--- src/rtl/obstacle_scheduler_pkg.sv ---
// Shared definitions for the obstacle scheduler and the obstacle generators:
// FSM encoding, obstacle index codes, default 65 MHz timing and index helpers.
package obstacle_scheduler_pkg;

   typedef enum logic [2:0] {
      ST_IDLE   = 3'd0,
      ST_LAUNCH = 3'd1,
      ST_RUN    = 3'd2,
      ST_GAP    = 3'd3,
      ST_FINISH = 3'd4
   } state_t;

   // Codes on `selected`; each obstacle compares against its own code
   localparam logic [3:0] OBS_0          = 4'd0;
   localparam logic [3:0] OBS_1          = 4'd1;
   localparam logic [3:0] OBS_2          = 4'd2;
   localparam logic [3:0] OBS_3          = 4'd3;
   localparam logic [3:0] MOUSE_FOLLOWER = 4'd4;

   // Defaults at 65 MHz pclk
   localparam int unsigned DEF_NUM_OBSTACLES  = 5;
   localparam int unsigned DEF_ROUNDS         = 10;
   localparam int unsigned DEF_GAP_CYCLES     = 65_000_000;     // 1 s
   localparam int unsigned DEF_TIMEOUT_CYCLES = 1_300_000_000;  // 20 s

   // (idx+1) mod n; any idx >= n-1 wraps to 0
   function automatic logic [3:0] wrap_inc(input logic [3:0] idx, input logic [3:0] n);
      logic [4:0] w_inc;
      w_inc = {1'b0, idx} + 5'd1;
      return (w_inc >= {1'b0, n}) ? 4'd0 : w_inc[3:0];
   endfunction

endpackage

--- src/rtl/obstacle_scheduler_if.sv ---
// Control/obstacle bus around the scheduler. master = scheduler side,
// slave = game-state logic plus the obstacle chain.
interface obstacle_scheduler_if
   import obstacle_scheduler_pkg::*;
#(
   parameter int unsigned NUM_OBSTACLES = DEF_NUM_OBSTACLES
);
   logic                     game_on;
   logic                     menu_on;
   logic                     play_selected;
   logic [NUM_OBSTACLES-1:0] obstacle_done;
   logic [3:0]               selected;
   logic                     done_control;
   logic [3:0]               round_cnt;
   logic                     seq_done;
   logic                     timeout_err;

   modport master (
      input  game_on, menu_on, play_selected, obstacle_done,
      output selected, done_control, round_cnt, seq_done, timeout_err
   );

   modport slave (
      output game_on, menu_on, play_selected, obstacle_done,
      input  selected, done_control, round_cnt, seq_done, timeout_err
   );
endinterface

--- src/rtl/obstacle_lfsr.sv ---
// Random next-obstacle picker: free-running 8-bit Fibonacci LFSR
// (taps 8,6,5,4) reduced into 0..NUM_OBSTACLES-1, never repeating i_prev.
module obstacle_lfsr
   import obstacle_scheduler_pkg::*;
#(
   parameter int unsigned NUM_OBSTACLES = DEF_NUM_OBSTACLES
) (
   input  logic       pclk,
   input  logic       rst,
   input  logic [3:0] i_prev,
   output logic [3:0] o_idx
);
   localparam logic [3:0] N4 = 4'(NUM_OBSTACLES);

   logic [7:0] r_lfsr;
   logic       w_fb;
   logic [3:0] w_cand;

   assign w_fb = r_lfsr[7] ^ r_lfsr[5] ^ r_lfsr[4] ^ r_lfsr[3];

   // LFSR advances every cycle from reset
   always_ff @(posedge pclk or negedge rst) begin
      if (!rst) r_lfsr <= 8'h01;
      else      r_lfsr <= {r_lfsr[6:0], w_fb};
   end

   // Fold 0..7 into range (one subtract suffices for N >= 4), then dodge the repeat
   always_comb begin
      w_cand = {1'b0, r_lfsr[2:0]};
      if (w_cand >= N4) w_cand = w_cand - N4;
      o_idx = (w_cand == i_prev) ? wrap_inc(w_cand, N4) : w_cand;
   end
endmodule

--- src/rtl/obstacle_scheduler.sv ---
// Obstacle scheduler: launches one obstacle at a time, waits for its done
// (or a watchdog expiry), pauses GAP_CYCLES, repeats for ROUNDS launches.
// Build option: OBSTACLE_RANDOM_ORDER_EN selects LFSR order instead of rotation.
module obstacle_scheduler
   import obstacle_scheduler_pkg::*;
#(
   parameter int unsigned NUM_OBSTACLES  = DEF_NUM_OBSTACLES,
   parameter int unsigned ROUNDS         = DEF_ROUNDS,
   parameter int unsigned GAP_CYCLES     = DEF_GAP_CYCLES,
   parameter int unsigned TIMEOUT_CYCLES = DEF_TIMEOUT_CYCLES
) (
   input  logic                  pclk,
   input  logic                  rst,
   obstacle_scheduler_if.master  bus
);
   localparam logic [3:0]  N4       = 4'(NUM_OBSTACLES);
   localparam logic [3:0]  ROUNDS_L = 4'(ROUNDS);
   localparam logic [25:0] GAP_LAST = 26'(GAP_CYCLES - 1);
   localparam logic [30:0] WD_LAST  = 31'(TIMEOUT_CYCLES - 1);

   state_t      r_state,       w_state_nxt;
   logic [3:0]  r_selected,    w_selected_nxt;
   logic        r_done_ctl,    w_done_ctl_nxt;
   logic [3:0]  r_round_cnt,   w_round_cnt_nxt;
   logic        r_seq_done,    w_seq_done_nxt;
   logic        r_timeout_err, w_timeout_err_nxt;
   logic [30:0] r_wdog,        w_wdog_nxt;
   logic [25:0] r_gap,         w_gap_nxt;
   logic [3:0]  r_prev,        w_prev_nxt;

   logic [3:0]  w_next_idx;
   logic [15:0] w_done_pad;
   logic        w_hit, w_tmo, w_abort, w_start;
   logic [3:0]  w_rc_inc;

`ifdef OBSTACLE_RANDOM_ORDER_EN
   obstacle_lfsr #(.NUM_OBSTACLES(NUM_OBSTACLES)) u_lfsr (
      .pclk   (pclk),
      .rst    (rst),
      .i_prev (r_prev),
      .o_idx  (w_next_idx)
   );
`else
   // round_cnt is 0 only before the first completion of a game
   assign w_next_idx = (r_round_cnt == 4'd0) ? 4'd0 : wrap_inc(r_prev, N4);
`endif

   // Pad so a 4-bit index is always in range; missing bits read as 0
   assign w_done_pad = 16'(bus.obstacle_done);
   assign w_hit      = w_done_pad[r_selected];
   assign w_tmo      = (r_wdog == WD_LAST);
   assign w_abort    = bus.menu_on || !bus.play_selected;
   assign w_start    = bus.game_on && bus.play_selected && !bus.menu_on;
   assign w_rc_inc   = (r_round_cnt < ROUNDS_L) ? r_round_cnt + 4'd1 : r_round_cnt;

   // Next-state and next-output logic; abort overrides everything at the end
   always_comb begin
      w_state_nxt       = r_state;
      w_selected_nxt    = r_selected;
      w_done_ctl_nxt    = 1'b0;
      w_round_cnt_nxt   = r_round_cnt;
      w_seq_done_nxt    = r_seq_done;
      w_timeout_err_nxt = r_timeout_err;
      w_wdog_nxt        = '0;
      w_gap_nxt         = '0;
      w_prev_nxt        = r_prev;
      case (r_state)
         ST_IDLE: begin
            if (w_start) begin
               w_state_nxt       = ST_LAUNCH;
               w_round_cnt_nxt   = 4'd0;
               w_timeout_err_nxt = 1'b0;
            end
         end
         ST_LAUNCH: begin
            w_selected_nxt = w_next_idx;
            w_prev_nxt     = w_next_idx;
            w_done_ctl_nxt = 1'b1;
            w_state_nxt    = ST_RUN;
         end
         ST_RUN: begin
            w_wdog_nxt = r_wdog + 31'd1;
            if (w_hit || w_tmo) begin
               w_wdog_nxt      = '0;
               w_round_cnt_nxt = w_rc_inc;
               // a done in the expiry cycle still counts as a clean finish
               if (!w_hit) w_timeout_err_nxt = 1'b1;
               if (w_rc_inc == ROUNDS_L) begin
                  w_state_nxt    = ST_FINISH;
                  w_seq_done_nxt = 1'b1;
                  w_selected_nxt = 4'd0;
               end else begin
                  w_state_nxt = ST_GAP;
               end
            end
         end
         ST_GAP: begin
            w_gap_nxt = r_gap + 26'd1;
            if (r_gap == GAP_LAST) begin
               w_gap_nxt   = '0;
               w_state_nxt = ST_LAUNCH;
            end
         end
         ST_FINISH: begin
            w_seq_done_nxt = 1'b1;
            w_selected_nxt = 4'd0;
         end
         default: w_state_nxt = ST_IDLE;
      endcase
      if (r_state != ST_IDLE && w_abort) begin
         w_state_nxt       = ST_IDLE;
         w_selected_nxt    = 4'd0;
         w_done_ctl_nxt    = 1'b0;
         w_seq_done_nxt    = 1'b0;
         w_round_cnt_nxt   = r_round_cnt;
         w_timeout_err_nxt = r_timeout_err;
         w_wdog_nxt        = '0;
         w_gap_nxt         = '0;
      end
   end

   // State and output registers
   always_ff @(posedge pclk or negedge rst) begin
      if (!rst) begin
         r_state       <= ST_IDLE;
         r_selected    <= 4'd0;
         r_done_ctl    <= 1'b0;
         r_round_cnt   <= 4'd0;
         r_seq_done    <= 1'b0;
         r_timeout_err <= 1'b0;
         r_wdog        <= '0;
         r_gap         <= '0;
         r_prev        <= 4'd0;
      end else begin
         r_state       <= w_state_nxt;
         r_selected    <= w_selected_nxt;
         r_done_ctl    <= w_done_ctl_nxt;
         r_round_cnt   <= w_round_cnt_nxt;
         r_seq_done    <= w_seq_done_nxt;
         r_timeout_err <= w_timeout_err_nxt;
         r_wdog        <= w_wdog_nxt;
         r_gap         <= w_gap_nxt;
         r_prev        <= w_prev_nxt;
      end
   end

   assign bus.selected     = r_selected;
   assign bus.done_control = r_done_ctl;
   assign bus.round_cnt    = r_round_cnt;
   assign bus.seq_done     = r_seq_done;
   assign bus.timeout_err  = r_timeout_err;
endmodule

--- src/flat_wrapper.sv ---
// flat-port wrapper written by rule: the top's interface ports become plain ports
module obstacle_scheduler_flat import obstacle_scheduler_pkg::*;
#(
   parameter int unsigned NUM_OBSTACLES  = DEF_NUM_OBSTACLES,
   parameter int unsigned ROUNDS         = DEF_ROUNDS,
   parameter int unsigned GAP_CYCLES     = DEF_GAP_CYCLES,
   parameter int unsigned TIMEOUT_CYCLES = DEF_TIMEOUT_CYCLES
)
  (pclk, rst, bus_game_on, bus_menu_on, bus_play_selected, bus_obstacle_done, bus_selected, bus_done_control, bus_round_cnt, bus_seq_done, bus_timeout_err);
  obstacle_scheduler_if #(.NUM_OBSTACLES(NUM_OBSTACLES)) bus_i ();
  input  logic pclk;
  input  logic rst;
  input wire logic [$bits(bus_i.game_on)-1:0] bus_game_on;
  input wire logic [$bits(bus_i.menu_on)-1:0] bus_menu_on;
  input wire logic [$bits(bus_i.play_selected)-1:0] bus_play_selected;
  input wire logic [$bits(bus_i.obstacle_done)-1:0] bus_obstacle_done;
  output wire logic [$bits(bus_i.selected)-1:0] bus_selected;
  output wire logic [$bits(bus_i.done_control)-1:0] bus_done_control;
  output wire logic [$bits(bus_i.round_cnt)-1:0] bus_round_cnt;
  output wire logic [$bits(bus_i.seq_done)-1:0] bus_seq_done;
  output wire logic [$bits(bus_i.timeout_err)-1:0] bus_timeout_err;
  assign bus_i.game_on = bus_game_on;
  assign bus_i.menu_on = bus_menu_on;
  assign bus_i.play_selected = bus_play_selected;
  assign bus_i.obstacle_done = bus_obstacle_done;
  assign bus_selected = bus_i.selected;
  assign bus_done_control = bus_i.done_control;
  assign bus_round_cnt = bus_i.round_cnt;
  assign bus_seq_done = bus_i.seq_done;
  assign bus_timeout_err = bus_i.timeout_err;
  obstacle_scheduler #(.NUM_OBSTACLES(NUM_OBSTACLES), .ROUNDS(ROUNDS), .GAP_CYCLES(GAP_CYCLES), .TIMEOUT_CYCLES(TIMEOUT_CYCLES)) u_core (.pclk(pclk), .rst(rst), .bus(bus_i));
endmodule
--- config.mk ---
export PLATFORM = sky130hd
export DESIGN_NAME = obstacle_scheduler_flat
export DESIGN_NICKNAME = d
export VERILOG_FILES = /design/src/rtl/obstacle_scheduler_pkg.sv /design/src/rtl/obstacle_scheduler_if.sv /design/src/rtl/obstacle_lfsr.sv /design/src/rtl/obstacle_scheduler.sv /design/src/flat_wrapper.sv
export SDC_FILE = /design/constraint.sdc
export NUM_CORES = 1
export LEC_CHECK = 0
export CELL_PAD_IN_SITES_DETAIL_PLACEMENT = 1
export CELL_PAD_IN_SITES_GLOBAL_PLACEMENT = 1
export CORE_MARGIN = 3
export CORE_UTILIZATION = 55
export CTS_BUF_LIST = sky130_fd_sc_hd__clkbuf_4
export DETAILED_ROUTE_END_ITERATION = 16
export DONT_BUFFER_PORTS = 1
export PLACE_DENSITY_LB_ADDON = 0.3
export SYNTH_ARGS = -nofsm -noshare
export SYNTH_HDL_FRONTEND = slang
export SYNTH_HIERARCHICAL = 1
export SYNTH_SLANG_ARGS = --single-unit
export TNS_END_PERCENT = 1
--- constraint.sdc ---
create_clock -name pclk -period 5.3 [get_ports pclk]
set_input_delay 0.53 -clock pclk [delete_from_list [all_inputs] [get_ports pclk]]
set_output_delay 0.53 -clock pclk [all_outputs]
set_load 0.02 [all_outputs]
# Word-level counts from Yosys, hierarchy flattened

Cells that the tools add are included.

Equality and inequality tests: 15
Muxes and demuxes: 34
Reductions and logical operators: 18
Order comparisons: 3
$add $sub $neg: 4
Bitwise gates (word level): 1

Operators by type and width:

| operator              | count |
|---|---|
| $mux 31               | 3 |
| $mux 26               | 3 |
| $mux 4                | 8 |
| $add 31x1->31 const B | 1 |
| $eq 31x31->1 const B  | 1 |
| $add 26x1->26 const B | 1 |
| $eq 26x26->1 const B  | 1 |
| $mux 3                | 5 |
| $pmux 3 s5            | 1 |
| $ne 3x1->1 const B    | 4 |
| $pmux 4 s3            | 1 |
| $mux 1                | 9 |
| $pmux 4 s2            | 1 |
| $reduce_and 4->1      | 2 |
| $eq 3x2->1 const B    | 2 |
| $ne 2x1->1 const B    | 3 |
| $reduce_and 3->1      | 2 |
| $reduce_bool 3->1     | 2 |
| $add 4x1->5 const B   | 1 |
| $ge 5x3->1 const B    | 1 |
| $lt 4x5->1 const B    | 1 |
| $reduce_and 5->1      | 1 |
| $add 4x1->4 const B   | 1 |
| $bmux 1 s4            | 1 |
| other kinds (14)      | 19 |

Output and inout port bits: 11
Word-level logic and storage cells: 84
Bits of input ports: 10
Register bits after elaboration: 75

# Depth between registers and ports, before layout

Gate-level depths: netlist (run 1).

Depth after elaboration: 7
Mapped depth: 8
Gate-level depth less buffers: 7

# Least setup slack after synthesis (run 1)

No wires, ideal clock.

Kind: register to register
Start: register u_core.r_wdog[0]
End: register u_core.r_round_cnt[0], in the netlist u_core/bus.round_cnt[0]
Buffers on the path: 1
Library setup time: 0.069 ns
Period minus slack after synthesis: 2.147 ns
Slack: 3.153 ns
Arrival: 2.078 ns
Required time: 5.231 ns
Stages on the path, launching flop included: 8
Cells stage by stage: dfrtp_1 > ha_1 > nand3_2 > or3_4 > or4_4 > buf_6 > a211o_1 > nand3_1

Word-level cells in the longest chain between the ends: 4

Ends and longest elaborated chain:

| item                       | RTL line                  | source |
|---|---|---|
| start: declaration         | obstacle_scheduler.sv:27  | `logic [30:0] r_wdog, w_wdog_nxt;` |
| start signal: assignment   | obstacle_scheduler.sv:141 | `r_wdog <= w_wdog_nxt;` |
| $eq 31x31->1               | obstacle_scheduler.sv:51  | `assign w_tmo = (r_wdog == WD_LAST);` |
| $logic_or 1x1->1           | obstacle_scheduler.sv:83  | `if (w_hit \|\| w_tmo) begin` |
| $ne 2x1->1 (no line)       | -                         |  |
| $reduce_and 4->1 (no line) | -                         |  |
| end signal: assignment     | obstacle_scheduler.sv:138 | `r_round_cnt <= w_round_cnt_nxt;` |
| end: declaration           | obstacle_scheduler.sv:24  | `logic [3:0] r_round_cnt, w_round_cnt_nxt;` |

Every way passes these cells.
A chain may end at the register's enable or synchronous reset.

# Final worst setup path (run 1)

Start: register u_core.r_selected[0], in the netlist u_core/bus.selected[0]
End: register u_core.r_seq_done, in the netlist u_core/bus.seq_done

Word-level cells in the longest chain between the ends: 5

Ends and longest elaborated chain:

| item                         | RTL line                  | source |
|---|---|---|
| start: declaration           | obstacle_scheduler.sv:22  | `logic [3:0] r_selected, w_selected_nxt;` |
| start signal: assignment     | obstacle_scheduler.sv:136 | `r_selected <= w_selected_nxt;` |
| $bmux 1 s4                   | obstacle_scheduler.sv:50  | `assign w_hit = w_done_pad[r_selected];` |
| $mux 1 (implied by the code) | obstacle_scheduler.sv:50  |  |
| $logic_or 1x1->1             | obstacle_scheduler.sv:83  |  |
| $ne 3x1->1 (no line)         | -                         |  |
| $reduce_and 3->1 (no line)   | -                         |  |
| end signal: assignment       | obstacle_scheduler.sv:139 | `r_seq_done <= w_seq_done_nxt;` |
| end: declaration             | obstacle_scheduler.sv:25  | `logic r_seq_done, w_seq_done_nxt;` |

Every way passes these cells. The select of a mux whose other input is x is not followed.

==> summary.md, run 1 <==
| Metric | Value |
|---|---|
| Run status | `complete, no violations` |
| CTS HTree Levels | `3` |
| CORE AREA | `0.00691 sq mm` |
| Slew Limit Headroom | `19.7%` |
| Crit path launch type | `flop` |
| Commonest cells after routing, fill and taps aside | `nor2_1, dfrtp_1, xor2_1` |
| Vias per inst | `5.97` |
| Inserted Clock Buffers | `9` |
| Skew final | `14.3 ps` |
| Crit Path Category | `flop to flop` |
| Post-route DRC | `0` |
| DRT iter0 DRCs | `around 170` |
| CP endpoint kind | `flop` |
| Simple-Gate Fraction of Synth Area | `roughly 29%` |
| Global Route Usage Sum | `roughly 24%` |
| CTS root buffer | `clkbuf_4` |
| Final Cell Area | `roughly 0.0042 sq mm` |
| Max VDD drop | `roughly 0.00017 V` |
| Avg Cell Area, Syn | `around 9.4 sq um` |
| Clk slew on worst S/H paths | `130 ps` |
| Rows | `30` |
| HP Class | `input pin to flop` |
| GRT overflow | `0` |
| Most common cell after layout, fill and taps aside | `nor2_1` |
| Die height | `roughly 91 microns` |
| Vias in the first global route | `3,329` |
| Compound-gate portion of the synthesized area | `around 5.7%` |
| Drt pass-1 iters | `5` |
| Slew Viols, Final | `0` |
| Critical Path AT | `approximately 3700 ps` |
| P&R area growth vs syn | `6.41%` |
| Number of antenna violations at the first check in global routing | `0` |
| CTS Sinks | `75` |
| Post-synth ARST share | `100%` |
| Seq/Total Area, Yosys | `47.2%` |
| Largest net degree at the start of global routing | `between 70 and 80` |
| Die Width | `slightly above 90 microns` |
| Max FO, Critical Path | `36` |
| Total number of vias | `~3.1k` |
| Initial Util | `between 50% and 60%` |
| Syn_nets | `about 440` |
| Antenna cells | `0` |
| Final hold violations | `0` |
| Io pins | `21` |
| Max_cap viols | `0` |
| Post-DP HPWL | `between 6000 and 7000 microns` |
| Final setup violation count | `0` |
| Setup TNS | `0 ps` |
| F_max | `between 200 and 300 MHz` |
| Net count reported at finish | `about 440` |
| DP Worst Slack | `1940 ps` |
| Max Root-Sink Buffers | `2` |
| Port Buffer Count | `0` |
| Post-DRT Antenna Nets | `0` |
| Die footprint | `between 0.008 and 0.009 sq mm` |
| PD cells | `roughly 250 mW/mm^2` |
| Final wirelength | `9320 microns` |
| RSZ-0062 raised after global routing | `false` |
| Layout cells sized above 1 | `~6.4%` |
| # Post-CTS Setup Buffers | `0` |
| Post-synthesis instance area | `0.00398 sq mm` |
| Worst slew pin tran | `roughly 1200 ps` |
| Lkg Pwr | `around 1.7 nW` |
| Cell area after placement | `about 0.0040 sq mm` |
| Overall power | `between 1 and 1.5 mW` |
| Clock Latency Late Sink | `420 ps` |
| Fill cells | `between 800 and 900` |
| Post-synthesis mux area share | `less than 1%` |
| Period utilization | `a little under two thirds` |
| Synth Area in XOR/XNOR | `approximately an eighth` |
| Cells after Synth | `422` |
| Post-synth EDFFs | `0` |
| Fin crit period | `approximately 3400 ps` |
| First-pass GRT wire length | `roughly 16,000 microns` |
| Drt wl/cell | `around 18 microns` |
| Synthesis-stage register bit count | `75` |
| Synth Flop Type | `dfrtp_1` |
| Largest family of logic cells by synthesized area | `simple AND/OR/NAND/NOR gates` |
| TritonCTS clock tree | `built` |
| Adder-Cell Fraction of Synth Area | `under 10%` |
| Synth cell types | `50` |
| Crit path setup slack, layout | `1940 ps` |
| Final GP Congestion | `a little over 0.8` |
| Required @ worst endpoint | `around 5600 ps` |
| Synth Warn # | `6` |
## cells in the mapped netlist, types with 2 or more instances
cell	instances	area [sq um]
xnor2_1	17	149
and4_1	8	70.1
nand3_2	3	30.0
nand3_1	33	165
xor2_1	38	333
nor4b_1	4	35.0
nand4_1	24	150
a21oi_1	5	25.0
nor3_1	5	25.0
a32oi_1	2	17.5
nor2_1	76	285
ha_1	6	75.1
nor4_1	8	50.1
a31oi_1	2	12.5
nand2_1	22	82.6
inv_1	11	41.3
nor2b_1	5	31.3
clkbuf_1	13	48.8
dfrtp_1	75	1880
nand2b_1	3	18.8
o21ai_0	8	40.0
a32o_1	2	20.0
and3_1	13	81.3
and2_1	5	31.3
o21a_1	2	15.0
buf_2	3	15.0
mux2i_1	2	20.0
nand3b_1	5	37.5
## registers in the layout (all words and copies together) (netlist names)
signal / cells
u_core/r_wdog: 31
u_core/r_gap: 26
u_core/bus.round_cnt: 4
u_core/bus.selected: 4
u_core/r_prev: 4
u_core/r_state: 3
u_core/bus.done_control: 1
u_core/bus.seq_done: 1
u_core/bus.timeout_err: 1
## power by group
group          leakage [nW]  internal, mW  switching (mW)
clock                0.0866         0.197           0.205
combinational         0.596        0.0215          0.0394
sequential             1.05         0.578          0.0178
## final cells by class
cell class | instances | area, sq um | area share (%)
Inverter | 11 | 41.3 | 0.975
Sequential cell | 75 | 1880 | 44.3
Clock inverter | 6 | 90.1 | 2.13
Tap cell | 96 | 120 | 2.84
Multi-Input combinational cell | 319 | 1990 | 46.9
Timing Repair Buffer | 3 | 45.0 | 1.06
Clock buffer | 10 | 75.1 | 1.77
## path summary, 6_finish.rpt
check / slack [ps] / depth (start not counted) / startpoint / to
min in group asynchronous: 670 / 2 / rst / u_core/bus.round_cnt[0]$_DFFE_PN0P_
worst min-delay path: 300 / 2 / bus_menu_on / u_core/r_state[2]$_DFFE_PN0P_
worst min register to register: 500 / 1 / u_core/r_gap[0]$_DFF_PN0_ / u_core/r_gap[0]$_DFF_PN0_
worst max register to register: 1940 / 5 / u_core/bus.selected[0]$_DFFE_PN0P_ / u_core/bus.seq_done$_DFFE_PN0P_
worst max-delay path: 1940 / 5 / u_core/bus.selected[0]$_DFFE_PN0P_ / u_core/bus.seq_done$_DFFE_PN0P_
max in group asynchronous: 4330 / 2 / rst / u_core/r_wdog[9]$_DFF_PN0_
## worst max-delay path: stages, from the launching register on
cell     delay [ps]
dfrtp_1         580
mux2i_1         250
nor4_1           70
nor3_1          960
nand3_2         890
a32o_1          510
## per-stage QoR
step	hold WS, ps	std cells	utilization, %
floorplan	234	422	-
CTS	269	520	61.3
global placement	236	502	58.4
global route	269	520	61.3
detailed placement	236	502	58.4
finish	304	520	61.3
## routing by layer
metal	share of wire [%]	GRT usage (%)	vias to the layer above
li1	-	-	1469
met1	43	29.7	1570
met2	52	41.4	50
met3	2.4	4.64	17
met4	2.0	9.67	0
met5	0	0	-
## kinds of logic (layout without fill, tap and decap cells)
logic type | Yosys count | count (layout)
mux | 3 | 3
simple gates | 223 | 223
flops | 75 | 75
compound gates | 32 | 32
fa+ha+maj | 6 | 6
xor+xnor | 55 | 55
buf+inv | 28 | 30
## repair_timing
item                      4_1_cts  5_1_grt
hold endpoints to repair       75        0
gates resized for setup         0        0
hold buffers                    2        0
Power figures use the tool's default switching activity.
==> inputs of run 2 (changes only) <==
Settings changed: CORE_UTILIZATION 55 to 51.
Clock period 5.3 ns to 3.5 ns, I/O delays scaled along.
==> summary.md, run 2 (same netlist as run 1, synthesis figures left out) <==
| Metric | Value |
|---|---|
| Hold Path Depth | `2 (unchanged)` |
| Port Buffer Count | `0 (unchanged)` |
| Largest register by flop count | `u_core/r_wdog` |
| Run status | `complete, no violations` |
| GRT overflow | `0 (unchanged)` |
| CTS Sinks | `75 (unchanged)` |
| Post-DRT Antenna Nets | `0 (unchanged)` |
| Final Cell Area | `0.00426 sq mm (+0.62%)` |
| Biggest regs | `u_core/r_wdog x31, u_core/r_gap x26` |
| P&R area growth vs syn | `7.07%` |
| Worst path max stage delay | `610 ps (-350 ps)` |
| Post-route DRC | `0 (unchanged)` |
| Final wirelength | `9220 microns (-1.1%)` |
| CTS HTree Levels | `3 (unchanged)` |
| Total number of vias | `3,091 (-0.48%)` |
| Most common cell after layout, fill and taps aside | `nor2_1` |
| Number of antenna violations at the first check in global routing | `0 (unchanged)` |
| Inserted Clock Buffers | `9 (unchanged)` |
| Crit path top cell by count | `nand3_2` |
| Fin crit period | `2740 ps (-623 ps)` |
| Max_cap viols | `0 (unchanged)` |
| TritonCTS clock tree | `built` |
| Max Root-Sink Buffers | `2 (unchanged)` |
| Number of flip-flops in the largest register | `31 (unchanged)` |
| Lkg Pwr | `1.74 nW (+0.83%)` |
| Crit Path Category | `flop to flop` |
| Fill cells | `856 (+5.4%)` |
| Critical Path AT | `3000 ps (-690 ps)` |
| Initial Util | `53.7% (-3.9 points)` |
| Io pins | `21 (unchanged)` |
| Antenna cells | `0 (unchanged)` |
| Finished Layout Cells | `526 (+1.2%)` |
| F_max | `365 MHz (+23%)` |
| Die footprint | `0.00890 sq mm (+7.3%)` |
| Slew Limit Headroom | `16.3% (-3.4 points)` |
| PD cells | `378 mW/mm^2 (+51%)` |
| Post-DP HPWL | `6270 microns (-0.53%)` |
| Drt wl/cell | `17.5 microns (-2.2%)` |
| Max FO, Critical Path | `36 (unchanged)` |
| Die height | `94.3 microns (+3.6%)` |
| CTS root buffer | `clkbuf_4` |
| Skew final | `17.3 ps (+3.03 ps)` |
| Path depth of the worst reg2reg path | `6 (+1)` |
| Worst hold slack | `140 ps (-164 ps)` |
| HP Class | `input pin to flop` |
| Vias per inst | `5.88 (-1.6%)` |
| Drt pass-1 iters | `7 (+2)` |
| Final setup violation count | `0 (unchanged)` |
| DRT iter0 DRCs | `137 (-21%)` |
| Worst slew pin tran | `1240 ps (+43.4 ps)` |
| Clk slew on worst S/H paths | `130 ps (about the same)` |
| Setup TNS | `0 ps (unchanged)` |
| Global Route Usage Sum | `22.5% (-1.5 points)` |
| Required @ worst endpoint | `3760 ps (-1870 ps)` |
| Layout cells sized above 1 | `7.03% (+0.66 points)` |
| Slowest CP cell | `or4_4` |
| CORE AREA | `0.00741 sq mm (+7.3%)` |
| Die Width | `94.3 microns (+3.6%)` |
| Largest net degree at the start of global routing | `76 (unchanged)` |
| Crit path launch type | `flop` |
| Clock Latency Late Sink | `420 ps (about the same)` |
| Crit-path cells | `ha_1 -> nand3_2 -> or3_4 -> or4_4 -> nand3_2 -> o311ai_0` |
| Cell area after placement | `0.00406 sq mm (+0.65%)` |
| Final GP Congestion | `0.776 (-6.0%)` |
| Max VDD drop | `0.000191 V (+11%)` |
| CP endpoint kind | `flop` |
| Rows | `31 (+3.3%)` |
| Overall power | `1.61 mW (+52%)` |
| Net count reported at finish | `438 (+0.69%)` |
| Slew Viols, Final | `0 (unchanged)` |
| Period utilization | `78.3% (+15 points)` |
| RSZ-0062 raised after global routing | `false` |
| Cells after DPL | `508 (+1.2%)` |
| Final hold violations | `0 (unchanged)` |
| Commonest cells after routing, fill and taps aside | `nor2_1, dfrtp_1, xor2_1` |
| Vias in the first global route | `3,218 (-3.3%)` |
| First-pass GRT wire length | `15,700 microns (-2.3%)` |
-- run 2: cell types whose count changed in the layout (fill, tap and decap cells not counted) --
cell / change
buf_4: +3
-- run 2: stage by stage --
stage / setup WS (ps) / util [%]
final: 761 / 57.5
after global routing: 519 / 57.5
after CTS: 739 / 57.5
after detailed placement: 756 / 54.8
after global placement: 847 / 54.8
after floorplan: 1350 / -
-- run 2: what timing repair did --
item                                    4_1_cts  5_1_grt
hold buffers                                  2        0
endpoints found under the setup margin        0        0
hold endpoints to repair                     75        0
gates resized for setup                       0        0
buffers inserted                              0        0
-- run 2: critical path: cells and delay by family, from the launching register on --
family | cells | cell delay, ps
AO/OA/AOI/OAI | 1 | 270
adder cells (fa/ha/maj) | 1 | 240
flip-flops | 1 | 410
AND/OR/NAND/NOR | 4 | 1660
-- run 2: layout make-up --
type | count | area (sq um) | area share [%]
clock inverter | 6 | 90.1 | 2.11
inverter | 11 | 41.3 | 0.969
multi-input combinational | 319 | 1990 | 46.6
sequential | 75 | 1880 | 44.0
timing repair buffer | 6 | 67.6 | 1.59
clock buffer | 10 | 75.1 | 1.76
tap | 99 | 124 | 2.91
-- run 2: final timing paths --
kind,from,endpoint,slack (ps)
setup / recovery,u_core/r_wdog[0]$_DFF_PN0_,u_core/r_state[1]$_DFFE_PN0P_,760
hold / removal,bus_menu_on,u_core/r_state[2]$_DFFE_PN0P_,140
setup reg to reg,u_core/r_wdog[0]$_DFF_PN0_,u_core/r_state[1]$_DFFE_PN0P_,760
hold reg to reg,u_core/r_gap[0]$_DFF_PN0_,u_core/r_gap[0]$_DFF_PN0_,490
max in group asynchronous,rst,u_core/r_gap[1]$_DFF_PN0_,2710
min in group asynchronous,rst,u_core/bus.timeout_err$_DFFE_PN0P_,470
-- run 2: report_power, final --
group / internal [mW] / switching [mW] / total (mW)
clock network: 0.299 / 0.311 / 0.610
registers: 0.876 / 0.0269 / 0.903
logic: 0.0366 / 0.0594 / 0.0960
-- run 2: layer usage --
metal	wire [microns]	share of wire, %	up-vias	global-route usage, %
met5	0	0	-	0
met4	164	1.8	0	7.22
met3	238	2.6	17	4.70
met2	4740	51	41	39.5
met1	4080	44	1554	27.8
li1	-	-	1479	-
==> inputs of run 3 (changes only) <==
Clock period 3.5 ns to 2.7 ns, I/O delays scaled along.
==> summary.md, run 3 (same netlist as run 1, synthesis figures left out) <==
| Metric | Value |
|---|---|
| Max VDD drop | `0.000297 V (+55%)` |
| Die height | `94.3 microns (unchanged)` |
| Clk slew on worst S/H paths | `120 ps (about the same)` |
| Worst Setup SP | `u_core/r_wdog[0]$_DFF_PN0_` |
| Flop2flop setup slack | `280 ps (-480 ps)` |
| Initial Util | `53.7% (unchanged)` |
| Clock Latency Late Sink | `430 ps (about the same)` |
| Largest net degree at the start of global routing | `76 (unchanged)` |
| Fin crit period | `2420 ps (-322 ps)` |
| HP Class | `input pin to flop` |
| RR Endpoint | `u_core/r_state[1]$_DFFE_PN0P_` |
| PD cells | `479 mW/mm^2 (+27%)` |
| Final wirelength | `9410 microns (+2.0%)` |
| Fill cells | `856 (unchanged)` |
| Lkg Pwr | `1.77 nW (+1.7%)` |
| Slew Viols, Final | `0 (unchanged)` |
| RSZ-0062 raised after global routing | `false` |
| # Post-CTS Setup Buffers | `0 (unchanged)` |
| Path depth of the worst reg2reg path | `7 (+1)` |
| Number of flip-flops in the largest register | `31 (unchanged)` |
| Skew final | `15.1 ps (-2.14 ps)` |
| TritonCTS clock tree | `built` |
| Vias in the first global route | `3,417 (+6.2%)` |
| Biggest regs | `u_core/r_wdog x31, u_core/r_gap x26` |
| Most common cell after layout, fill and taps aside | `nor2_1` |
| CTS root buffer | `clkbuf_4` |
| Number of antenna violations at the first check in global routing | `0 (unchanged)` |
| Inserted Clock Buffers | `9 (unchanged)` |
| P&R area growth vs syn | `8.27%` |
| RR Startpoint | `u_core/r_wdog[0]$_DFF_PN0_` |
| Slowest CP cell | `or4_4` |
| Hold Path Depth | `2 (unchanged)` |
| Vias per inst | `5.85 (-0.42%)` |
| Period utilization | `89.5% (+11 points)` |
| Post-route DRC | `0 (unchanged)` |
| Crit path max-delay family | `simple AND/OR/NAND/NOR gates` |
| Required @ worst endpoint | `2990 ps (-770 ps)` |
| Die Width | `94.3 microns (unchanged)` |
| FF/Latch Area | `0.00188 sq mm (unchanged)` |
| # resized after CTS | `0 (unchanged)` |
| F_max | `414 MHz (+13%)` |
| Post-DRT Antenna Nets | `0 (unchanged)` |
| Run status | `complete, no violations` |
| CTS HTree Levels | `3 (unchanged)` |
| Final setup violation count | `0 (unchanged)` |
| Worst slew pin tran | `756 ps (-483 ps)` |
| Max FO, Critical Path | `36 (unchanged)` |
| Crit path launch type | `flop` |
| Post-CTS Hold Buffers | `2 (unchanged)` |
| Layout cells sized above 1 | `7.85% (+0.83 points)` |
| Worst Hold Path EP | `u_core/r_state[2]$_DFFE_PN0P_` |
| Worst path max stage delay | `620 ps (about the same)` |
| Overall power | `2.07 mW (+28%)` |
| CORE AREA | `0.00741 sq mm (unchanged)` |
| Antenna cells | `0 (unchanged)` |
| Final GP Congestion | `0.798 (+2.8%)` |
| Rows | `31 (unchanged)` |
| Total number of vias | `3,113 (+0.71%)` |
| Commonest cells after routing, fill and taps aside | `nor2_1, dfrtp_1, xor2_1` |
| Largest register by flop count | `u_core/r_wdog` |
| GRT overflow | `0 (unchanged)` |
| Crit Path Category | `flop to flop` |
| Final hold violations | `0 (unchanged)` |
| Global Route Usage Sum | `23.2% (+0.64 points)` |
| Multi-input combinational cell area | `0.00199 sq mm (unchanged)` |
| Drt pass-1 iters | `5 (-2)` |
| Die footprint | `0.00890 sq mm (unchanged)` |
| Critical Path AT | `2710 ps (-290 ps)` |
| First-pass GRT wire length | `16,200 microns (+3.2%)` |
| Slew Limit Headroom | `49.4% (+33 points)` |
| Hold_sp | `bus_menu_on` |
| CTS Sinks | `75 (unchanged)` |
| Max Root-Sink Buffers | `2 (unchanged)` |
| Setup TNS | `0 ps (unchanged)` |
| Io pins | `21 (unchanged)` |
| Net count reported at finish | `444 (+1.4%)` |
| DRT iter0 DRCs | `142 (+3.6%)` |
| Port Buffer Count | `0 (unchanged)` |
| Post-DP HPWL | `6380 microns (+1.7%)` |
| Crit-path cells | `ha_1 -> nand3_2 -> or3_4 -> or4_4 -> nand3_2 -> buf_12 -> o311ai_0` |
| Max_cap viols | `0 (unchanged)` |
| CP bufs+invs | `1 (+1)` |
| CP endpoint kind | `flop` |
| Crit path top cell by count | `nand3_2` |
| Drt wl/cell | `17.7 microns (+0.86%)` |
[run 3: changes by cell type in the layout (fill, tap and decap cells not counted), sizes merged]
cell and delta:
buf +6
[run 3: worst max-delay path by stage]
stage	end	slack (ps)	cells past startpoint
floorplan	u_core/bus.round_cnt[0]$_DFFE_PN0P_	550	7
global placement	u_core/r_state[1]$_DFFE_PN0P_	370	7
detailed placement	u_core/r_state[1]$_DFFE_PN0P_	280	7
CTS	u_core/r_state[1]$_DFFE_PN0P_	280	7
global route	u_core/r_state[1]$_DFFE_PN0P_	170	7
finish	u_core/r_state[1]$_DFFE_PN0P_	280	7
[run 3: layout make-up]
type                       instances  share of cell area (%)
tap                               99                    2.87
sequential                        75                    43.6
clock buffer                      10                    1.74
multi-input combinational        319                    46.1
inverter                          11                   0.958
clock inverter                     6                    1.86
timing repair buffer              12                    2.90
[run 3: metrics by stage]
step	instances	setup WS (ps)	hold slack, ps	utilization, %	cell area, sq um
2_1_floorplan	422	553	-25.6	-	3980
3_3_place_gp	514	371	-24.0	55.6	4120
3_5_place_dp	514	278	-23.7	55.6	4120
4_1_cts	532	282	35.5	58.2	4310
5_1_grt	532	168	18.4	58.2	4310
6_report	532	283	59.3	58.2	4310
[run 3: metal layers]
metal  wire length (microns)  global-route usage [%]
met5                       0                       0
met4                     135                    6.38
met3                     256                    5.82
met1                    4070                    27.8
met2                    4950                    41.4
[run 3: where the power goes]
part	internal (mW)	switching [mW]	leakage [nW]
sequential	1.14	0.0309	1.05
combinational	0.0512	0.0840	0.646
clock	0.379	0.385	0.0815
total	1.57	0.500	1.77
